--- src/rtl/wbs_bist_ctrl.sv ---
// Wishbone-controlled BIST engine: an LFSR drives test patterns into the logic under
// test and a MISR compacts the responses into a signature.
module wbs_bist_ctrl (
    input  logic        wb_clk_i,
    input  logic        wb_rst_i,
    input  logic        wbs_cyc_i,
    input  logic        wbs_stb_i,
    input  logic        wbs_we_i,
    input  logic [3:0]  wbs_sel_i,
    input  logic [31:0] wbs_adr_i,
    input  logic [31:0] wbs_dat_i,
    output logic [31:0] wbs_dat_o,
    output logic        wbs_ack_o,
    output logic [31:0] bist_pat_o,
    output logic        bist_valid_o,
    input  logic [31:0] bist_resp_i,
    output logic        bist_done_o,
    output logic        bist_pass_o
);

    typedef enum logic [1:0] {S_IDLE, S_RUN, S_DONE} state_t;

    state_t      state_q, state_d;
    logic        ack_q, ack_d;
    logic [31:0] dat_q, dat_d;
    logic [15:0] pat_cnt_q, pat_cnt_d;
    logic [31:0] seed_q, seed_d;
    logic [31:0] exp_sig_q, exp_sig_d;
    logic [31:0] sig_q, sig_d;
    logic [31:0] lfsr_q, lfsr_d;
    logic [31:0] misr_q, misr_d;
    logic [31:0] last_pat_q, last_pat_d;
    logic [15:0] cnt_q, cnt_d;
    logic        pass_q, pass_d;
    logic        fail_q, fail_d;

    logic        req, wr, rd, busy, apply, start_w, abort_w;
    logic [2:0]  adr;
    logic [31:0] seed_m, exp_m, lfsr_step, misr_step, rd_data;
    logic [15:0] pat_cnt_m;
    logic        unused_adr;

    assign unused_adr = ^{wbs_adr_i[31:5], wbs_adr_i[1:0]};

    // A new transfer is only accepted when ack is low, so acks never occur back to back.
    assign req     = wbs_cyc_i && wbs_stb_i && !ack_q;
    assign wr      = req && wbs_we_i;
    assign rd      = req && !wbs_we_i;
    assign adr     = wbs_adr_i[4:2];
    assign start_w = wr && (adr == 3'd0) && wbs_dat_i[0];
    assign abort_w = wr && (adr == 3'd0) && wbs_dat_i[1];
    assign busy    = (state_q == S_RUN);
    assign apply   = busy && (cnt_q < pat_cnt_q);

    assign lfsr_step = {lfsr_q[30:0], lfsr_q[31] ^ lfsr_q[21] ^ lfsr_q[1] ^ lfsr_q[0]};
    assign misr_step = {misr_q[30:0], misr_q[31] ^ misr_q[21] ^ misr_q[1] ^ misr_q[0]} ^ bist_resp_i;

    genvar gi;
    generate
        for (gi = 0; gi < 4; gi++) begin : g_byte
            assign seed_m[gi*8 +: 8] = wbs_sel_i[gi] ? wbs_dat_i[gi*8 +: 8] : seed_q[gi*8 +: 8];
            assign exp_m[gi*8 +: 8]  = wbs_sel_i[gi] ? wbs_dat_i[gi*8 +: 8] : exp_sig_q[gi*8 +: 8];
            if (gi < 2) begin : g_cnt
                assign pat_cnt_m[gi*8 +: 8] = wbs_sel_i[gi] ? wbs_dat_i[gi*8 +: 8]
                                                            : pat_cnt_q[gi*8 +: 8];
            end
        end
    endgenerate

    always_comb begin
        rd_data = 32'h0;
        case (adr)
            3'd1: rd_data = {16'h0, pat_cnt_q};
            3'd2: rd_data = seed_q;
            3'd3: rd_data = exp_sig_q;
            3'd4: rd_data = sig_q;
            3'd5: rd_data = {cnt_q, 12'h0, fail_q, pass_q, (state_q == S_DONE), busy};
            default: rd_data = 32'h0;
        endcase
    end

    always_comb begin
        state_d    = state_q;
        ack_d      = req;
        dat_d      = rd ? rd_data : 32'h0;
        pat_cnt_d  = pat_cnt_q;
        seed_d     = seed_q;
        exp_sig_d  = exp_sig_q;
        sig_d      = sig_q;
        lfsr_d     = lfsr_q;
        misr_d     = misr_q;
        last_pat_d = last_pat_q;
        cnt_d      = cnt_q;
        pass_d     = pass_q;
        fail_d     = fail_q;

        if (wr && !busy) begin
            case (adr)
                3'd1:    pat_cnt_d = pat_cnt_m;
                3'd2:    seed_d    = seed_m;
                3'd3:    exp_sig_d = exp_m;
                default: ;
            endcase
        end

        case (state_q)
            S_IDLE, S_DONE: begin
                // start together with abort counts as abort, which is a no-op here
                if (start_w && !abort_w) begin
                    state_d = S_RUN;
                    lfsr_d  = (seed_q == 32'h0) ? 32'h1 : seed_q;
                    misr_d  = 32'h0;
                    cnt_d   = 16'h0;
                    pass_d  = 1'b0;
                    fail_d  = 1'b0;
                end
            end
            S_RUN: begin
                if (apply) begin
                    lfsr_d     = lfsr_step;
                    misr_d     = misr_step;
                    last_pat_d = lfsr_q;
                    cnt_d      = cnt_q + 16'd1;
                end
                // the pattern presented in the abort cycle is still compacted
                if (abort_w) begin
                    state_d = S_DONE;
                    sig_d   = apply ? misr_step : misr_q;
                    pass_d  = 1'b0;
                    fail_d  = 1'b1;
                end else if (!apply) begin
                    state_d = S_DONE;
                    sig_d   = misr_q;
                    pass_d  = (misr_q == exp_sig_q);
                    fail_d  = (misr_q != exp_sig_q);
                end
            end
            default: state_d = S_IDLE;
        endcase
    end

    always_ff @(posedge wb_clk_i) begin
        if (wb_rst_i) begin
            state_q    <= S_IDLE;
            ack_q      <= 1'b0;
            dat_q      <= 32'h0;
            pat_cnt_q  <= 16'h0;
            seed_q     <= 32'h0;
            exp_sig_q  <= 32'h0;
            sig_q      <= 32'h0;
            lfsr_q     <= 32'h0;
            misr_q     <= 32'h0;
            last_pat_q <= 32'h0;
            cnt_q      <= 16'h0;
            pass_q     <= 1'b0;
            fail_q     <= 1'b0;
        end else begin
            state_q    <= state_d;
            ack_q      <= ack_d;
            dat_q      <= dat_d;
            pat_cnt_q  <= pat_cnt_d;
            seed_q     <= seed_d;
            exp_sig_q  <= exp_sig_d;
            sig_q      <= sig_d;
            lfsr_q     <= lfsr_d;
            misr_q     <= misr_d;
            last_pat_q <= last_pat_d;
            cnt_q      <= cnt_d;
            pass_q     <= pass_d;
            fail_q     <= fail_d;
        end
    end

    assign wbs_ack_o    = ack_q;
    assign wbs_dat_o    = dat_q;
    assign bist_valid_o = apply;
    assign bist_pat_o   = apply ? lfsr_q : last_pat_q;
    assign bist_done_o  = (state_q == S_DONE);
    assign bist_pass_o  = pass_q;

endmodule

--- config.mk ---
export PLATFORM = sky130hd
export DESIGN_NAME = wbs_bist_ctrl
export DESIGN_NICKNAME = d
export VERILOG_FILES = /design/src/rtl/wbs_bist_ctrl.sv
export SDC_FILE = /design/constraint.sdc
export NUM_CORES = 1
export LEC_CHECK = 0
export CAP_MARGIN = 20
export CORE_ASPECT_RATIO = 0.8
export CORE_UTILIZATION = 50
export CTS_BUF_LIST = sky130_fd_sc_hd__clkbuf_4 sky130_fd_sc_hd__clkbuf_8 sky130_fd_sc_hd__clkbuf_16
export DETAILED_ROUTE_END_ITERATION = 8
export GPL_TIMING_DRIVEN = 0
export PLACE_DENSITY = 0.79
export SLEW_MARGIN = 20
export SYNTH_ARGS = -nofsm -noshare
export SYNTH_HDL_FRONTEND = slang
export SYNTH_SLANG_ARGS = --single-unit
--- constraint.sdc ---
create_clock -name wb_clk_i -period 2.9 [get_ports wb_clk_i]
set_input_delay 0.58 -clock wb_clk_i [delete_from_list [all_inputs] [get_ports wb_clk_i]]
set_output_delay 0.58 -clock wb_clk_i [all_outputs]
set_load 0.005 [all_outputs]
After elaboration in Yosys (flattened, before gate mapping)
Index checks and enable logic that the tools add are counted.

word-level totals
  register bits = 261
  input bits = 105
  output and inout port bits = 68
  logic and storage cells = 103

cells by class
  $add $sub $neg = 1
  magnitude comparators = 1
  equal/unequal tests = 13
  mux-type cells = 25
  bitwise gates (word level) = 8
  reductions and logical operators = 35

operator list
  operator                                                               count
  32-bit two-way mux                                                     8
  32-bit case mux with 5 select lines                                    1
  32-bit case mux with 2 select lines                                    2
  3-bit AND reduction                                                    12
  32-bit equality test                                                   1
  32-bit zero test                                                       1
  16-bit two-way mux                                                     2
  32-bit inequality test                                                 1
  16-bit case mux with 2 select lines                                    1
  32-bit bitwise XOR                                                     1
  16-bit by 1-bit adder with 16-bit output, second input constant        1
  16-bit less-than comparator                                            1
  1-bit logical AND                                                      10
  3-bit by 2-bit equality test with 1-bit output, second input constant  2
  3-bit equality test, second input constant                             2
  2-bit two-way mux                                                      3
  2-bit AND reduction                                                    3
  1-bit bitwise XOR                                                      6
  1-bit two-way mux                                                      5
  1-bit zero test                                                        4
  2-bit inequality test, second input constant                           2
  1-bit case mux with 2 select lines                                     2
  2-bit case mux with 2 select lines                                     1
  2-bit OR reduction                                                     2
  other kinds (9)                                                        9

Logic depth before layout (Yosys ltp)
  depth in word-level cells = 9
  mapped depth = 10
  depth with buffers taken out = 8

Least setup slack after synthesis
No wires, ideal clock.

  path type = reg-to-output
  start point = register pat_cnt_q[15]
  end point = output port bist_pat_o[10]
  arrival = 2.352 ns
  data required time = 2.320 ns
  path slack = -0.032 ns
  cell stages (with the launch flop) = 9
  path buffers = 1
  cells stage by stage = dfxtp_1 > inv_1 > ha_1 > nand4_2 > or4_4 > o32a_4 > nand2_8 > buf_4 > mux2_2

between the ends
  cells in the longest elaborated chain, start to end = 3

RTL lines
  element                      line  RTL
  start: declaration           26    logic [15:0] pat_cnt_q, pat_cnt_d;
  start signal: assignment     161   pat_cnt_q <= pat_cnt_d;
  16-bit less-than comparator  53    assign apply = busy && (cnt_q < pat_cnt_q);
  1-bit logical AND            53
  32-bit two-way mux           n/a
  end: declaration             14    output logic [31:0] bist_pat_o,

Every way passes these cells.

Worst setup path after layout
  start point = register pat_cnt_q[8]
  end point = output port bist_pat_o[16]

Same word-level chain as after synthesis.

==> results.rst <==
.. list-table::
   :header-rows: 1

   * - Metric
     - Value
   * - Clock sink total
     - approximately 260
   * - Global route total overflow
     - 0
   * - Area growth, synth to finish
     - 28.77%
   * - Origin of the critical flop-to-flop path
     - pat_cnt_q[8]
   * - Number of antenna repair diodes
     - 0
   * - Ratio of total power to cell area
     - roughly 470 mW/mm2
   * - Leakage Power
     - 6.207 nW
   * - I/O Pins
     - roughly 170
   * - TritonCTS clock tree
     - built
   * - Count of standard-cell rows
     - 50
   * - Post-Synthesis Cell Area
     - 0.01230 mm2
   * - Starting Density
     - 0.5173
   * - Post-route total power
     - ~7.4 mW
   * - Number of antenna violations at the first check in global routing
     - 0
   * - Maximum fanout along the worst path
     - 5
   * - Transition time at the pin with the least slew margin
     - 0.8490 ns
   * - Data required time of the critical path
     - 2.32 ns
   * - Primary flip-flop cell chosen by synthesis mapping
     - sky130_fd_sc_hd__dfxtp_1
   * - FF-to-FF path depth
     - 17
   * - Initial DRT Pass Iterations
     - 5
   * - RSZ-0062 raised after global routing
     - yes
   * - Number of H-tree levels
     - 1
   * - Overall routing resource usage
     - 0.3311
   * - Final setup violating endpoints
     - 86
   * - Sequential fraction of the synthesis area
     - 0.4249
   * - Number of synthesized flops with an enable pin
     - 0
   * - Relative slew slack
     - 0.4340
   * - Placement Cell Area
     - 0.01406 mm2
   * - Share of final-layout standard cells stronger than drive strength 1
     - 0.1531
   * - Reg-to-Reg End
     - sig_q[24]
   * - Number of synthesized register bits
     - 261
   * - Port Buffers
     - 137
   * - Clock-pin slew on the worst setup and hold paths
     - approximately 0.060 ns
   * - Crit share post-route
     - 1.287
   * - Clock buffers created by TritonCTS
     - 26
   * - Chip Width
     - 177.3 um
   * - Arrival time reported for the critical path endpoint
     - 3.15 ns
   * - Slack of the worst reg-to-reg path
     - -0.36 ns
   * - Worst setup endpoint
     - bist_pat_o[16]
   * - Met3 track demand over resource in global routing
     - 0.08146
   * - Storage element area
     - around 0.0052 mm2
   * - DRC violation count after routing
     - 0
   * - Via count of the first global-routing pass
     - 10630
   * - Pin count of the biggest net entering global routing
     - 15
   * - Count of endpoints failing hold in the final timing report
     - 0
   * - Average via count per standard cell
     - 5.933
   * - Area of combinational cells with multiple inputs
     - 0.006785 mm2
   * - Global routing usage on met1
     - 0.4619
   * - Height of the die
     - 142.3 um
   * - Synthesized Nets
     - 1527
   * - Maximum clock skew at final layout
     - ~0.011 ns
   * - Leading post-synthesis cells by cell area
     - sky130_fd_sc_hd__dfxtp_1, sky130_fd_sc_hd__nand2_1, sky130_fd_sc_hd__mux2i_1
   * - Core occupancy in the finished layout
     - 0.6662
   * - Commonest non-fill, non-tap cell in the layout
     - sky130_fd_sc_hd__dfxtp_1
   * - Global-route wire length before repair
     - 63160 um
   * - Nature of the critical path endpoint
     - primary output
   * - Share of Yosys cell area claimed by the top area cell type
     - 0.4249
   * - Highest-count cells in the layout ignoring fill and taps
     - sky130_fd_sc_hd__dfxtp_1, sky130_fd_sc_hd__nand2_1, sky130_fd_sc_hd__clkdlybuf4s50_1
   * - Share of flip-flops with an asynchronous set or reset after synthesis
     - 0
   * - Gate count of the mapped netlist
     - about 1400
   * - Synth area leader
     - sky130_fd_sc_hd__dfxtp_1
   * - Count of maximum capacitance violations
     - 0
   * - Post-route standard cell area excluding fillers
     - 0.01584 mm2
   * - Kind of start point of the critical path
     - flip-flop
   * - Maximum buffer depth of the clock tree
     - 3
   * - Min cycle time layout
     - around 3.7 ns
   * - Detailed router's first-iteration violation count
     - 1194
   * - Skew-Pair Late Insertion Delay
     - 0.54 ns
   * - Crit Path Category
     - reg2out
   * - Worst setup path startpoint
     - pat_cnt_q[8]
   * - Routed Wire Length
     - between 40000 and 50000 um
   * - Outcome
     - complete, but fails checks
   * - Hold buffers post-CTS
     - 0
   * - Worst-case vdd ir drop
     - 0.0004374 V
   * - Met2 Use GR
     - 0.4965
   * - Grt peak-use layer
     - met2
   * - Antenna-violating nets left
     - 0
   * - Routed vias
     - 11500
   * - Setup WS post-layout
     - -0.8311 ns
   * - Full die area
     - 0.02523 mm2
   * - Pins Over Slew Limit
     - 0
   * - Count of yosys warnings during synthesis
     - 0
   * - Buffer type at the clock tree root
     - sky130_fd_sc_hd__clkbuf_16
   * - Mean instance size in the synthesized netlist
     - 8.747 um2
   * - Fmax achieved
     - around 0.27 GHz
   * - Library cells used by synthesis
     - 56
   * - Failing checks
     - setup timing
   * - Count of nets after finishing
     - between 1500 and 2000
   * - Post-route worst hold slack
     - around 0.46 ns
   * - Routed length per placed instance
     - between 20 and 25 um
   * - Class of the worst hold path
     - in2reg
   * - Half-perimeter wire length after placement
     - between 30000 and 40000 um
   * - Final weighted congestion in routability-driven placement
     - 1.021
   * - Filler Cell Count
     - about 1900
   * - Placeable Area
     - 0.02377 mm2
-- power breakdown --
| group | total [mW] | switching (mW) | internal [mW] |
|---|---|---|---|
| clock network | 3.40 | 1.46 | 1.93 |
| registers | 3.60 | 0.00999 | 3.59 |
| logic | 0.377 | 0.218 | 0.158 |
-- cell families (layout without fill, tap and decap cells) --
kind of cell,after synthesis,after routing,share of synthesized area
mux,103,103,0.08750
fa+ha+maj,16,16,0.01628
buf+inv,131,351,0.04680
xor+xnor,70,70,0.04985
compound gates,271,271,0.1576
flops,261,261,0.4249
simple gates,554,554,0.2171
-- flip-flops by register name (all words and copies together), names as in the netlist --
| signal | flops |
|---|---|
| lfsr_q | 32 |
| bist_pass_o | 1 |
| fail_q | 1 |
| pat_cnt_q | 16 |
| cnt_q | 16 |
| last_pat_q | 32 |
| state_q | 2 |
| wbs_ack_o | 1 |
| sig_q | 32 |
| wbs_dat_o | 32 |
| misr_q | 32 |
| seed_q | 32 |
| exp_sig_q | 32 |
-- worst min path at each step --
stage | start | to | slack, ns | depth (start not counted)
6_report | wbs_sel_i[3] | seed_q[26] | 0.46 | 3
4_1_cts | wbs_sel_i[3] | seed_q[26] | 0.42 | 3
3_5_place_dp | sig_q[1] | sig_q[1] | 0.47 | 2
2_1_floorplan | wbs_ack_o | wbs_ack_o | 0.45 | 1
3_3_place_gp | sig_q[2] | sig_q[2] | 0.46 | 2
5_1_grt | wbs_sel_i[3] | seed_q[29] | 0.45 | 3
-- final cells by class --
class | count | share of cell area
multi-input cells | 1014 | 0.4285
flip-flops and latches | 261 | 0.3308
repair buffers | 177 | 0.1242
clock buffers | 37 | 0.04827
plain buffers | 108 | 0.03295
well taps | 312 | 0.02465
clock inverters | 10 | 0.006005
inverters | 19 | 0.004661
-- routing by layer --
metal  vias to the layer above  routed length, um
met5                         -                  0
met4                         0               1262
met3                        74               5088
met2                       624              18130
met1                      5432              17780
li1                       5369                  -
-- metrics by stage --
step                instances  TNS, ns  worst slack (ns)
floorplan                1406  -0.5324          -0.02662
global placement         1855   -86.65           -0.7592
detailed placement       1855   -86.20           -0.7816
CTS                      1933   -32.19           -0.7875
global route             1938   -48.65           -0.8812
finish                   1938   -40.98           -0.8311
-- cells in the mapped netlist (all sizes together), types with 2 or more instances --
library cell	count
dfxtp	261
nand2	190
a21oi	102
nor2	97
clkbuf	85
nand3	71
mux2i	67
a22oi	60
and3	38
xnor2	38
mux2	36
nor2b	36
nand2b	35
nor3	35
xor2	32
a311oi	31
o21ba	31
buf	27
inv	19
nor4	17
a221oi	16
ha	16
nand4	12
o21ai	12
or3	8
or4	7
o31ai	4
a2111oi	2
nand4b	2
o21a	2
o22a	2
o22ai	2
-- critical path: stages (launching register included) --
cell                      delay (ns)
sky130_fd_sc_hd__dfxtp_2        0.36
sky130_fd_sc_hd__inv_4          0.05
sky130_fd_sc_hd__ha_4           0.25
sky130_fd_sc_hd__nand4_1        0.13
sky130_fd_sc_hd__or4_4          0.57
sky130_fd_sc_hd__o32a_4         0.36
sky130_fd_sc_hd__nand2_8        0.09
sky130_fd_sc_hd__buf_12         0.12
sky130_fd_sc_hd__buf_12         0.11
sky130_fd_sc_hd__buf_8          0.13
sky130_fd_sc_hd__mux2_4         0.32
sky130_fd_sc_hd__buf_6          0.12
-- timing repair --
action,4_1_cts,5_1_grt
resized for setup,253,21
cloned,6,1
pin swaps,24,5
setup buffers,28,7
setup endpoints to repair,98,128
(Power assumes the default switching activity.)
